[config.mk]
export PLATFORM = sky130hd
export DESIGN_NAME = serial_prog_loader
export DESIGN_NICKNAME = d
export VERILOG_FILES = /design/src/rtl/loader_pkg.sv /design/src/rtl/uart_rx_core.sv /design/src/rtl/serial_prog_loader.sv
export SDC_FILE = /design/constraint.sdc
export NUM_CORES = 1
export LEC_CHECK = 0
export ABC_AREA = 0
export CAP_MARGIN = 20
export CORE_ASPECT_RATIO = 0.6
export CORE_MARGIN = 2
export CORE_UTILIZATION = 40
export CTS_BUF_LIST = sky130_fd_sc_hd__clkbuf_4
export CTS_CLUSTER_SIZE = 12
export DETAILED_ROUTE_END_ITERATION = 7
export HOLD_SLACK_MARGIN = 0.1
export PLACE_DENSITY = 0.71
export SKIP_LAST_GASP = 1
export SLEW_MARGIN = 40
export SYNTH_ARGS = -nofsm -noshare
export SYNTH_HDL_FRONTEND = slang
export SYNTH_SLANG_ARGS = --single-unit
[constraint.sdc]
create_clock -name clk -period 1.8 [get_ports clk]
set_input_delay 0.18 -clock clk [delete_from_list [all_inputs] [get_ports clk]]
set_output_delay 0.18 -clock clk [all_outputs]
set_load 0.01 [all_outputs]
[src/rtl/loader_pkg.sv]
// Shared definitions for the serial program loader.
//   SYNC_BYTE / CHK_SEED : packet framing constants
//   rx_state_t           : UART receiver states
//   pkt_state_t          : packet parser states
//   calc_chk()           : expected CHK byte for an ADDR/VALUE pair
package loader_pkg;

  localparam logic [7:0] SYNC_BYTE = 8'hA5;
  localparam logic [7:0] CHK_SEED  = 8'h5A;

  typedef enum logic [1:0] {R_IDLE, R_START, R_DATA, R_STOP} rx_state_t;
  typedef enum logic [1:0] {P_SYNC, P_ADDR, P_VAL, P_CHK}    pkt_state_t;

  function automatic logic [7:0] calc_chk(input logic [7:0] addr, input logic [7:0] val);
    return addr ^ val ^ CHK_SEED;
  endfunction

endpackage

[src/rtl/uart_rx_core.sv]
// 8N1 UART receiver: 2-FF synchroniser plus bit-timing FSM.
//   clk, rst_n : clock, async active-low reset
//   uart_rxd   : raw serial input (idle high)
//   rx_byte    : last received data byte (valid while byte_valid is high)
//   byte_valid : one-cycle pulse on the stop-bit sample when the stop bit is 1
//   frame_err  : one-cycle pulse on the stop-bit sample when the stop bit is 0
// byte_valid/frame_err are decoded from the state registers so that the
// consumer can register its reaction on the very same edge as the sample.
module uart_rx_core
  import loader_pkg::*;
#(
  parameter int BIT_CYC = 16
) (
  input  logic       clk,
  input  logic       rst_n,
  input  logic       uart_rxd,
  output logic [7:0] rx_byte,
  output logic       byte_valid,
  output logic       frame_err
);

  localparam int             CW        = $clog2(BIT_CYC);
  localparam logic [CW-1:0]  BIT_LAST  = CW'(BIT_CYC - 1);
  localparam logic [CW-1:0]  HALF_LAST = CW'(BIT_CYC / 2 - 1);

  logic            rxd_m, rxd_s, rxd_q;
  rx_state_t       state, state_n;
  logic [CW-1:0]   cnt, cnt_n;
  logic [2:0]      bit_idx, bit_n;
  logic [7:0]      shreg, sh_n;

  // Synchroniser and edge-detect history reset high so that a line held
  // idle through reset is not mistaken for a start bit.
  always_ff @(posedge clk or negedge rst_n) begin
    if (!rst_n) begin
      rxd_m   <= 1'b1;
      rxd_s   <= 1'b1;
      rxd_q   <= 1'b1;
      state   <= R_IDLE;
      cnt     <= '0;
      bit_idx <= '0;
      shreg   <= '0;
    end else begin
      rxd_m   <= uart_rxd;
      rxd_s   <= rxd_m;
      rxd_q   <= rxd_s;
      state   <= state_n;
      cnt     <= cnt_n;
      bit_idx <= bit_n;
      shreg   <= sh_n;
    end
  end

  always_comb begin
    state_n    = state;
    cnt_n      = cnt;
    bit_n      = bit_idx;
    sh_n       = shreg;
    byte_valid = 1'b0;
    frame_err  = 1'b0;
    case (state)
      R_IDLE: begin
        if (rxd_q && !rxd_s) begin
          state_n = R_START;
          cnt_n   = '0;
          bit_n   = '0;
        end
      end
      // Half a bit later we are mid start bit; a high line means it was a glitch.
      R_START: begin
        if (cnt == HALF_LAST) begin
          cnt_n   = '0;
          state_n = rxd_s ? R_IDLE : R_DATA;
        end else begin
          cnt_n = cnt + 1'b1;
        end
      end
      R_DATA: begin
        if (cnt == BIT_LAST) begin
          cnt_n = '0;
          sh_n  = {rxd_s, shreg[7:1]};
          if (bit_idx == 3'd7) state_n = R_STOP;
          else                 bit_n   = bit_idx + 1'b1;
        end else begin
          cnt_n = cnt + 1'b1;
        end
      end
      R_STOP: begin
        if (cnt == BIT_LAST) begin
          cnt_n   = '0;
          state_n = R_IDLE;
          if (rxd_s) byte_valid = 1'b1;
          else       frame_err  = 1'b1;
        end else begin
          cnt_n = cnt + 1'b1;
        end
      end
      default: state_n = R_IDLE;
    endcase
  end

  assign rx_byte = shreg;

endmodule

[src/rtl/serial_prog_loader.sv]
// Serial program loader: parses SYNC/ADDR/VALUE/CHK packets from a UART
// and drives the program memory's serial write port.
//   clk, rst_n     : clock, async active-low reset
//   uart_rxd       : serial input (idle high)
//   addr, value    : address/data of the last committed packet
//   serial_WE      : one-cycle write strobe, coincident with addr/value update
//   busy           : packet parser is inside a packet
//   frame_err      : pulse, stop bit sampled low
//   chk_err        : pulse, bad checksum or ADDR[7:4] != 0
//   timeout        : pulse, inter-byte gap inside a packet too long
//   last_addr_led  : mirror of addr for the status LEDs
module serial_prog_loader
  import loader_pkg::*;
#(
  parameter int CLK_HZ      = 50000000,
  parameter int BAUD        = 115200,
  parameter int TIMEOUT_CYC = 16 * (CLK_HZ / BAUD) * 10
) (
  input  logic       clk,
  input  logic       rst_n,
  input  logic       uart_rxd,
  output logic [3:0] addr,
  output logic [7:0] value,
  output logic       serial_WE,
  output logic       busy,
  output logic       frame_err,
  output logic       chk_err,
  output logic       timeout,
  output logic [3:0] last_addr_led
);

  localparam int            BIT_CYC = CLK_HZ / BAUD;
  localparam int            TW      = $clog2(TIMEOUT_CYC + 1);
  localparam logic [TW-1:0] TO_LAST = TW'(TIMEOUT_CYC - 1);

  if (BIT_CYC < 4) begin : g_bit_cyc_check
    $error("serial_prog_loader: CLK_HZ/BAUD must be at least 4");
  end

  logic [7:0]  rx_byte;
  logic        byte_valid, rx_frame_err;

  uart_rx_core #(.BIT_CYC(BIT_CYC)) u_rx (
    .clk        (clk),
    .rst_n      (rst_n),
    .uart_rxd   (uart_rxd),
    .rx_byte    (rx_byte),
    .byte_valid (byte_valid),
    .frame_err  (rx_frame_err)
  );

  pkt_state_t  state, state_n;
  logic [7:0]  sh_addr, sh_val;
  logic [TW-1:0] tcnt;
  logic        we_n, fe_n, ce_n, to_n;

  // Error sources are mutually exclusive by construction: the receiver never
  // flags a byte and a framing error together, a checksum verdict needs a
  // byte, and the timeout branch is only reached when neither happened.
  always_comb begin
    state_n = state;
    we_n    = 1'b0;
    fe_n    = 1'b0;
    ce_n    = 1'b0;
    to_n    = 1'b0;
    if (rx_frame_err) begin
      fe_n    = 1'b1;
      state_n = P_SYNC;
    end else if (byte_valid) begin
      case (state)
        P_SYNC: if (rx_byte == SYNC_BYTE) state_n = P_ADDR;
        P_ADDR: state_n = P_VAL;
        P_VAL:  state_n = P_CHK;
        P_CHK: begin
          state_n = P_SYNC;
          if (rx_byte == calc_chk(sh_addr, sh_val) && sh_addr[7:4] == 4'h0) we_n = 1'b1;
          else                                                              ce_n = 1'b1;
        end
        default: state_n = P_SYNC;
      endcase
    end else if (state != P_SYNC && tcnt == TO_LAST) begin
      to_n    = 1'b1;
      state_n = P_SYNC;
    end
  end

  always_ff @(posedge clk or negedge rst_n) begin
    if (!rst_n) begin
      state     <= P_SYNC;
      sh_addr   <= '0;
      sh_val    <= '0;
      tcnt      <= '0;
      addr      <= '0;
      value     <= '0;
      serial_WE <= 1'b0;
      frame_err <= 1'b0;
      chk_err   <= 1'b0;
      timeout   <= 1'b0;
    end else begin
      state     <= state_n;
      serial_WE <= we_n;
      frame_err <= fe_n;
      chk_err   <= ce_n;
      timeout   <= to_n;
      if (byte_valid && state == P_ADDR) sh_addr <= rx_byte;
      if (byte_valid && state == P_VAL)  sh_val  <= rx_byte;
      // Gap timer restarts on every byte and is held at zero outside a packet.
      if (byte_valid || state_n == P_SYNC) tcnt <= '0;
      else                                 tcnt <= tcnt + 1'b1;
      if (we_n) begin
        addr  <= sh_addr[3:0];
        value <= sh_val;
      end
    end
  end

  assign busy          = (state != P_SYNC);
  assign last_addr_led = addr;

endmodule

* Word-level counts from Yosys, hierarchy flattened
Cells that the tools add are included.
** Word-level totals
- Input port bits :: 3
- Logic and storage cells :: 96
- Flip-flop bits (word level) :: 76
- Output and inout bits :: 21
** Cells by class
- Eq/ne operators :: 18
- Bitwise gates (word level) :: 2
- Mux-type cells :: 39
- $add $sub $neg :: 3
- Reduce and logical (&&, ||, !) cells :: 17
** Operator list (number)
- 9-bit 2-to-1 mux :: 3
- 9-bit case mux with 3 select lines :: 1
- 2-bit 2-to-1 mux :: 10
- 1-bit 2-to-1 mux :: 18
- 17-bit by 1-bit adder with 17-bit output (second input constant) :: 1
- 17-bit == test (second input constant) :: 1
- 17-bit 2-to-1 mux :: 1
- 2-bit case mux with 4 select lines :: 2
- 2-bit by 1-bit inequality test with 1-bit output (second input constant) :: 5
- 9-bit by 1-bit adder with 9-bit output (second input constant) :: 1
- 9-bit by 8-bit == test with 1-bit output (second input constant) :: 1
- 9-bit == test (second input constant) :: 1
- 3-bit 2-to-1 mux :: 3
- 2-bit == test (second input constant) :: 4
- 8-bit == test :: 1
- 8-bit == test (second input constant) :: 1
- 8-bit XOR :: 1
- 2-bit zero test :: 3
- 3-bit case mux with 2 select lines :: 1
- 1-bit logical AND :: 5
- 5-bit AND reduction :: 1
- 2-bit by 1-bit == test with 1-bit output (second input constant) :: 2
- 4-bit zero test :: 1
- 4-bit NOT :: 1
- 9 further kinds :: 10

* Logic depth before layout (Yosys ltp)
Gate-level depths: netlist of the first run.
- Depth in word-level cells :: 8
- Gate-level depth with buffers :: 7
- Gate-level depth less buffers :: 6

* Cells and area by module
From an unflattened synthesis of the first run, not the netlist that was laid out.
** Unflattened totals
- Cells, all modules :: 307
- Area total of the unflattened synthesis :: 3734.8 um^2
** Modules (own cells, without submodules)
- serial_prog_loader :: area an instance 2504.9 um^2, seq. area each 1276.2 um^2, cells an instance 196, instances 1
- uart_rx_core :: area an instance 1229.9 um^2, seq. area each 629.4 um^2, cells an instance 111, instances 1

* Worst setup path after synthesis of the first run
No wires, ideal clock.
- Path kind :: flip-flop to flip-flop
- Start :: register state[0]
- End :: register tcnt[10]
- Period minus slack after synthesis :: 1.930 ns
- Required time :: 1.679 ns
- Arrival :: 1.809 ns
- Stages on the path, launching flop included :: 8
- Slack :: -0.130 ns
- Setup time :: 0.121 ns
- Path buffers :: 1
- Cells stage by stage :: dfrtp_1 > inv_1 > ha_1 > nor4b_1 > nand3_1 > o21ai_1 > buf_2 > nor2_1
** Between the ends
- Cells in the longest elaborated chain, start to end :: 8
- Elaborated cells between the ends (all ways) :: 14
- Classes of those cells :: eq/ne: 3; mux: 6; reduce/logical: 5
** RTL lines
- start, declared :: line serial_prog_loader.sv:52 : pkt_state_t state, state_n;
- start signal, assigned :: line serial_prog_loader.sv:100 : state <= state_n;
- parallel branches: the longest is 3 deep, another holds 2-bit case mux with 4 select lines
- 2-bit 2-to-1 mux (*) :: line serial_prog_loader.sv:69 : end else if (byte_valid) begin
- 2-bit 2-to-1 mux (*) :: line serial_prog_loader.sv:66 : if (rx_frame_err) begin
- 2-bit zero test (*) :: line serial_prog_loader.sv:108 : if (byte_valid || state_n == P_SYNC) tcnt <= '0;
- 1-bit logical OR (*) :: line serial_prog_loader.sv:108
- 17-bit 2-to-1 mux (*) :: line serial_prog_loader.sv:108
- end signal, assigned :: line serial_prog_loader.sv:109 : else tcnt <= tcnt + 1'b1;
- end, declared :: line serial_prog_loader.sv:54 : logic [TW-1:0] tcnt;
Every way passes the cells marked *.
A chain may end at the register's enable or synchronous reset.

* Worst setup path after layout of the first run
- Start :: register sh_addr[4]
- End :: register value[2]
** Between the ends
- Cells in the longest elaborated chain, start to end :: 8
- Elaborated cells between the ends (all ways) :: 9
- Classes of those cells :: eq/ne: 1; mux: 4; bitwise: 2; reduce/logical: 2
** RTL lines
- start, declared :: line serial_prog_loader.sv:53 : logic [7:0] sh_addr, sh_val;
- start signal, assigned :: line serial_prog_loader.sv:105 : if (byte_valid && state == P_ADDR) sh_addr <= rx_byte;
- 8-bit XOR :: line loader_pkg.sv:15 : return addr ^ val ^ CHK_SEED;
- 4-bit NOT (no line)
- 8-bit == test :: line serial_prog_loader.sv:76 : if (rx_byte == calc_chk(sh_addr, sh_val) && sh_addr[7:4] == 4'h0) we_n = 1'b1;
- 1-bit logical AND (*) :: line serial_prog_loader.sv:76
- 1-bit 2-to-1 mux (*) :: line serial_prog_loader.sv:76
- 1-bit 2-to-1 mux (*) :: line serial_prog_loader.sv:70 : case (state)
- 1-bit 2-to-1 mux (*) :: line serial_prog_loader.sv:69
- 1-bit 2-to-1 mux (*) :: line serial_prog_loader.sv:66
- end signal, assigned :: line serial_prog_loader.sv:112 : value <= sh_val;
- end, declared :: line serial_prog_loader.sv:23 : output logic [7:0] value,
Mark *: on every way between the ends. The rest lies on a longest branch, timed or not.

==> metrics.txt, run 1 <==
Iter 0 DRT Violations 107; clock sink total 76; sequential power share 50.3%; die width 129 um; cell row count 27; post-synth net total 328; post-DP HPWL 5340 um; sw frac 27.4%; largest net degree at the start of global routing 36; Remaining DRCs 0; htree depth 3; CTS buffer count 9; setup_tns -1.11 ns; Synth area leader dfrtp_1; root buf cell clkbuf_4; vias in the first global route 2623; asr flop ratio synth 100%; DP Area 4430 um2; final worst path period share 106%; post-route cell area 4830 um2; run status finished, violations left; Post-Synthesis Cells 314; clk_skew 0.00979 ns; first-pass GRT wire length 13000 um; antenna violations before repair 0; Slowest-stage cell, CP or4_1; critical path class flip-flop to flip-flop; Setup violations, final 12; Core Util, Final 53.0%; Worst-Skew Late Latency 0.44 ns; clock share of power 33.3%; crit path max fanout 10; synthesized area 3730 um2; fill cell count 804; CP Capture Type flip-flop; CTS tree yes; ranking of synthesized cells by area dfrtp_1, mux2_2, mux2_4, ha_1, nand2_1; crit path from sh_addr[4]; Tot Pwr 0.00357 W; CP peak stage delay 0.54 ns; GRT Total Usage 16.7%; num ports 24; worst setup margin -0.106 ns; Peak Freq 525 MHz; worst slew pin tran 0.468 ns; Leakage 2.24 nW; sequential fraction of the synthesis area 51.1%; reg2reg start sh_addr[4]; Final Critical Period 1.91 ns; Area Overhead vs Synth 29.7%; # diodes 0; Final Max Slew Viols 0; Die Area 10100 um2; RSZ-0062 raised after global routing true; sw power 0.000977 W; drt pass-1 iters 4; Most used DFF post-synth dfrtp_1; CTS max path bufs 2; pwr dens 738 nW/um2; startpoint types flip-flop; Worst Path Arrival 2.23 ns; Comb pwr share 16.5%; Post-synth EDFFs 0; Overflow after GRT 0; Reg clk slew, reported paths 0.11 ns; #FFs+latches synth 76; Peak supply drop 0.000657 V; Yosys cell types 52; WL per Instance 15.2 um; Worst slew margin 68.8%; CP required 2.13 ns; Hold Vio Cnt, Final 0; Int Power 0.00259 W; vias 2709; total wire length 7850 um; failing checks setup timing; Max Cap Viol 0; kind of cell adding the most delay to the critical path simple AND/OR/NAND/NOR gates; synth warn 0; nets 410; PortBufs 23; Syn Area/Cell 11.9 um2; Buffers & Inverters on Critical Path 1; top cell type's share of synthesized area 49.0%; GPL Wtd Cong 0.849; post-route ant nets 0; Hold WC Path Type input port to flip-flop; Die Y 78.8 um; Hold Path Origin uart_rxd; Critical Path, Cell by Cell or4_1 > nor3_2 > nand4_2 > buf_12 > mux2_4; initial core utilization 40.9%; Place WS -0.0758 ns; ratio of cells with drive above 1 in the final layout 33.9%; Core Box Area 9120 um2; Vias per Instance 5.24
[Yosys cell counts (3+ instances only)]
cell,instances
clkbuf_1,3
nor4_1,6
buf_4,4
inv_1,8
dfstp_2,3
nor3_1,6
o22ai_1,5
ha_1,11
mux2_2,26
nand4_1,6
mux2_4,10
nand3_1,15
xnor2_1,6
nor2b_1,4
o21ai_0,12
xor2_1,9
dfrtp_1,73
or4_1,4
a21oi_1,5
xnor3_1,3
nor2_1,19
xor3_1,3
nand2_1,33
[worst reg2reg max path: cells and delay by family, from the launching register on]
kind                   cells  cell delay, ns
buffers and inverters      1            0.19
AND/OR/NAND/NOR            3            0.90
flip-flops                 1            0.42
multiplexers               1            0.29
[per-stage QoR]
| step | std cells | hold slack [ns] |
|---|---|---|
| final | 517 | 0.145 |
| after global routing | 517 | 0.102 |
| after CTS | 509 | 0.110 |
| after detailed placement | 488 | 0.168 |
| after global placement | 488 | 0.158 |
| after floorplan | 314 | -0.116 |
[cells in the final DEF, fill, tap and decap left out, types with 6 or more instances in the layout]
cell	count
buf_4	52
clkbuf_4	11
clkdlybuf4s50_1	21
dfrtp_1	73
ha_1	9
inv_1	7
mux2_2	18
mux2_4	18
nand2_1	33
nand3_1	13
nand4_1	6
nor2_1	19
o21ai_0	12
xnor2_1	6
xor2_1	9
[power by group through the flow]
stage	sequential, W	combinational, W	clock (W)
finish	0.00179	0.000588	0.00119
global route	0.00180	0.000651	0.00131
CTS	0.00179	0.000564	0.00123
detailed placement	0.00182	0.000538	0
global placement	0.00182	0.000525	0
floorplan	0.00183	0.000253	0
[repair_timing]
| action | 4_1_cts | 5_1_grt |
|---|---|---|
| pin swaps | 3 | 7 |
| resized for setup | 8 | 23 |
| setup buffers | 4 | 8 |
| setup endpoints to repair | 53 | 58 |
| hold buffers | 1 | 0 |
| hold endpoints to repair | 73 | 0 |
[worst paths after layout]
check                        endpoint  slack, ns  cells after the start
setup / recovery             value[2]      -0.11                      5
hold / removal             u_rx.rxd_m       0.14                      1
setup reg to reg             value[2]      -0.11                      5
hold reg to reg            u_rx.rxd_s       0.37                      0
max in group asynchronous  u_rx.rxd_m       0.97                      3
min in group asynchronous  sh_addr[2]       0.22                      2
[metal layers]
layer,global-route usage (%),wire (um),vias to the layer above
met5,0,0,-
met4,4.78,123,0
met3,5.80,344,12
met2,24.8,3640,61
met1,23.2,3740,1343
li1,-,-,1293
[state kept, by name, summed over array words and instances (netlist names), named ones only]
| name | cells |
|---|---|
| serial_WE | 1 |
| value | 8 |
| u_rx.rxd_q | 1 |
| u_rx.cnt | 9 |
| u_rx.bit_idx | 3 |
| timeout | 1 |
| chk_err | 1 |
| sh_addr | 8 |
| addr | 4 |
| u_rx.rx_byte | 8 |
| tcnt | 17 |
| sh_val | 8 |
| state | 2 |
| u_rx.rxd_m | 1 |
| u_rx.rxd_s | 1 |
| u_rx.state | 1 |
| frame_err | 1 |
[cells by family after synthesis]
family                   Yosys count  synth area share, %
AND/OR/NAND/NOR                  115                 17.2
adder cells (fa/ha/maj)           11                 3.69
flip-flops                        76                 51.1
XOR/XNOR                          21                 7.25
multiplexers                      37                 12.2
AO/OA/AOI/OAI                     36                 6.08
buffers and inverters             18                 2.48
[layout make-up]
cell class                      instances  area, um2  area share, %
Clock buffer                           11       82.6           1.71
Inverter                                8       30.0          0.622
Clock inverter                          5       78.8           1.63
Tap cell                              116        145           3.00
Multi-Input combinational cell        220       1880           38.8
Sequential cell                        76       1910           39.4
Timing Repair Buffer                   81        713           14.8
Power figures use the tool's default switching activity.
==> run 2, diff against run 1 <==
--- a/config.mk
+++ b/config.mk
@@ -14,9 +14,8 @@
 export CTS_CLUSTER_SIZE = 12
 export DETAILED_ROUTE_END_ITERATION = 7
 export HOLD_SLACK_MARGIN = 0.1
-export PLACE_DENSITY = 0.71
+export PLACE_DENSITY = 0.64
 export SKIP_LAST_GASP = 1
-export SLEW_MARGIN = 40
 export SYNTH_ARGS = -nofsm -noshare
 export SYNTH_HDL_FRONTEND = slang
 export SYNTH_SLANG_ARGS = --single-unit
==> run 2 against run 1 <==
The flow still finishes with violations (setup timing). Utilization fell by 0.89 points. Sequential cell count unchanged. Critical path depth stayed put. Power fell by 4.9%. Design area down 1.7%. Via count fell by 1.7%. Fmax grew 1.5%. Die area unchanged. Critical endpoint is now value[5].
==> metrics.txt, run 2 (synthesis results as in run 1) <==
Peak Freq 533 MHz (+1.5%); die width 129 um (unchanged); sw power 0.000992 W (+1.5%); Hold Path End u_rx.rxd_m; CTS buffer count 9 (unchanged); Most flops, register tcnt; Hold WC Path Type input port to flip-flop; critical path class flip-flop to flip-flop; Hold Path Origin uart_rxd; CP required 2.13 ns (about the same); Worst Path Arrival 2.21 ns (-0.02 ns); Final Max Slew Viols 0 (unchanged); hold depth 1 (unchanged); Worst slew margin 66.2% (-2.6 points); GRT Total Usage 17.0% (+0.30 points); Reg clk slew, reported paths 0.13 ns (+0.02 ns); Comb pwr share 16.6% (about the same); met1 usage 24.7% (+1.5 points); clock share of power 30.5% (-2.8 points); # diodes 0 (unchanged); antenna violations before repair 0 (unchanged); Iter 0 DRT Violations 168 (+57%); post-route ant nets 0 (unchanged); htree depth 3 (unchanged); sw frac 29.2% (+1.9 points); worst setup margin -0.0774 ns (+0.0288 ns); final worst path period share 104% (-1.6 points); R2R Setup Slk -0.08 ns (+0.03 ns); drt pass-1 iters 4 (unchanged); largest net degree at the start of global routing 39 (+8.3%); Worst-Skew Late Latency 0.44 ns (about the same); num ports 24 (unchanged); pwr dens 714 nW/um2 (-3.3%); Int Power 0.00240 W (-7.4%); GPL Wtd Cong 0.883 (+4.0%); vias in the first global route 2641 (+0.69%); Leakage 2.20 nW (-1.5%); startpoint types flip-flop; Peak supply drop 0.000420 V (-36%); vias 2664 (-1.7%); PortBufs 23 (unchanged); global-route track usage on met2 24.1% (-0.69 points); run status finished, violations left; nets 412 (+0.49%); Final Critical Period 1.88 ns (-0.0288 ns); GR Util met3 5.12% (-0.67 points); WL per Instance 14.8 um (-2.8%); commonest non-fill, non-tap cell in the layout dfrtp_1; ratio of cells with drive above 1 in the final layout 31.8% (-2.2 points); worst reg2reg path depth 5 (unchanged); CTS tree yes; failing checks setup timing; reg2reg start u_rx.rx_byte[2]; Vias per Instance 5.13 (-2.0%); RSZ-0062 raised after global routing true; CP Capture Type flip-flop; worst slew pin tran 0.507 ns (+0.0390 ns); gr busiest metal met1; Die Area 10100 um2 (unchanged); initial core utilization 40.9% (unchanged); biggest registers after layout tcnt (17), u_rx.cnt (9); cell row count 27 (unchanged); reg-to-reg endpoint value[5]; Tot Pwr 0.00339 W (-4.9%); max FFs per register 17 (unchanged); Area Overhead vs Synth 27.5%; clk_skew 0.0166 ns (+0.00678 ns); commonest cells after routing, fill and taps aside dfrtp_1, buf_4, nand2_1; root buf cell clkbuf_4; first-pass GRT wire length 13300 um (+2.1%); Remaining DRCs 0 (unchanged); Core Box Area 9120 um2 (unchanged); sequential power share 52.9% (+2.6 points); Overflow after GRT 0 (unchanged); total wire length 7660 um (-2.4%); setup_tns -0.741 ns (+0.368 ns); crit path max fanout 5 (-5); clock sink total 76 (unchanged); CTS max path bufs 2 (unchanged); Setup violations, final 12 (unchanged); Die Y 78.8 um (unchanged); post-DP HPWL 5400 um (+1.2%); Max Cap Viol 0 (unchanged); Hold Vio Cnt, Final 0 (unchanged)
[run 2: stage by stage]
stage                     instance area (um2)  hold slack (ns)  worst slack [ns]  cells  utilization (%)
after global routing                     4750            0.108            -0.184    519             52.1
after detailed placement                 4420            0.197           -0.0657    490             48.4
after floorplan                          3750           -0.116         -0.000428    314                -
after global placement                   4420            0.184           -0.0371    490             48.4
after CTS                                4650            0.103           -0.0860    514             51.0
final                                    4750            0.142           -0.0774    519             52.1
[run 2: routing by layer]
layer  wire, um  vias to the layer above
met2       3130                       73
li1           -                     1303
met4        100                        0
met5          0                        -
met3        497                        9
met1       3930                     1279
[run 2: area by class of cell]
class / instances / area (um2)
clock buffer: 9 / 67.6
sequential: 76 / 1910
clock inverter: 7 / 66.3
inverter: 8 / 30.0
fill: 810 / 4370
tap: 116 / 145
timing repair buffer: 83 / 711
multi-input combinational: 220 / 1820
[run 2: worst max path at each step]
| stage | startpoint | end | slack, ns |
|---|---|---|---|
| after floorplan | sh_addr[2] | addr[0] | -0.0004 |
| after global placement | sh_addr[4] | value[3] | -0.04 |
| after detailed placement | u_rx.cnt[1] | value[3] | -0.07 |
| after CTS | u_rx.rx_byte[7] | value[5] | -0.09 |
| after global routing | sh_val[2] | value[5] | -0.18 |
| final | u_rx.rx_byte[2] | value[5] | -0.08 |
[run 2: power by group through the flow]
stage	combinational [W]	clock (W)	sequential (W)
after global placement	0.000501	0	0.00182
final	0.000563	0.00103	0.00180
after global routing	0.000619	0.00113	0.00180
after floorplan	0.000253	0	0.00183
after detailed placement	0.000513	0	0.00182
after CTS	0.000538	0.00108	0.00180
[run 2: repair_timing]
item / 4_1_cts / 5_1_grt
setup endpoints to repair: 37 / 42
endpoints found under the hold margin: 35 / 0
setup buffers: 7 / 5
pin swaps: 9 / 7
gates resized for setup: 10 / 14
cloned: 0 / 0
hold buffers: 1 / 0
[run 2: critical path, stage by stage (launching register included)]
cell and delay (ns):
dfrtp_1 0.42, xor3_1 0.40, nor4_4 0.31, nand4_2 0.16, buf_6 0.18, mux2_4 0.29
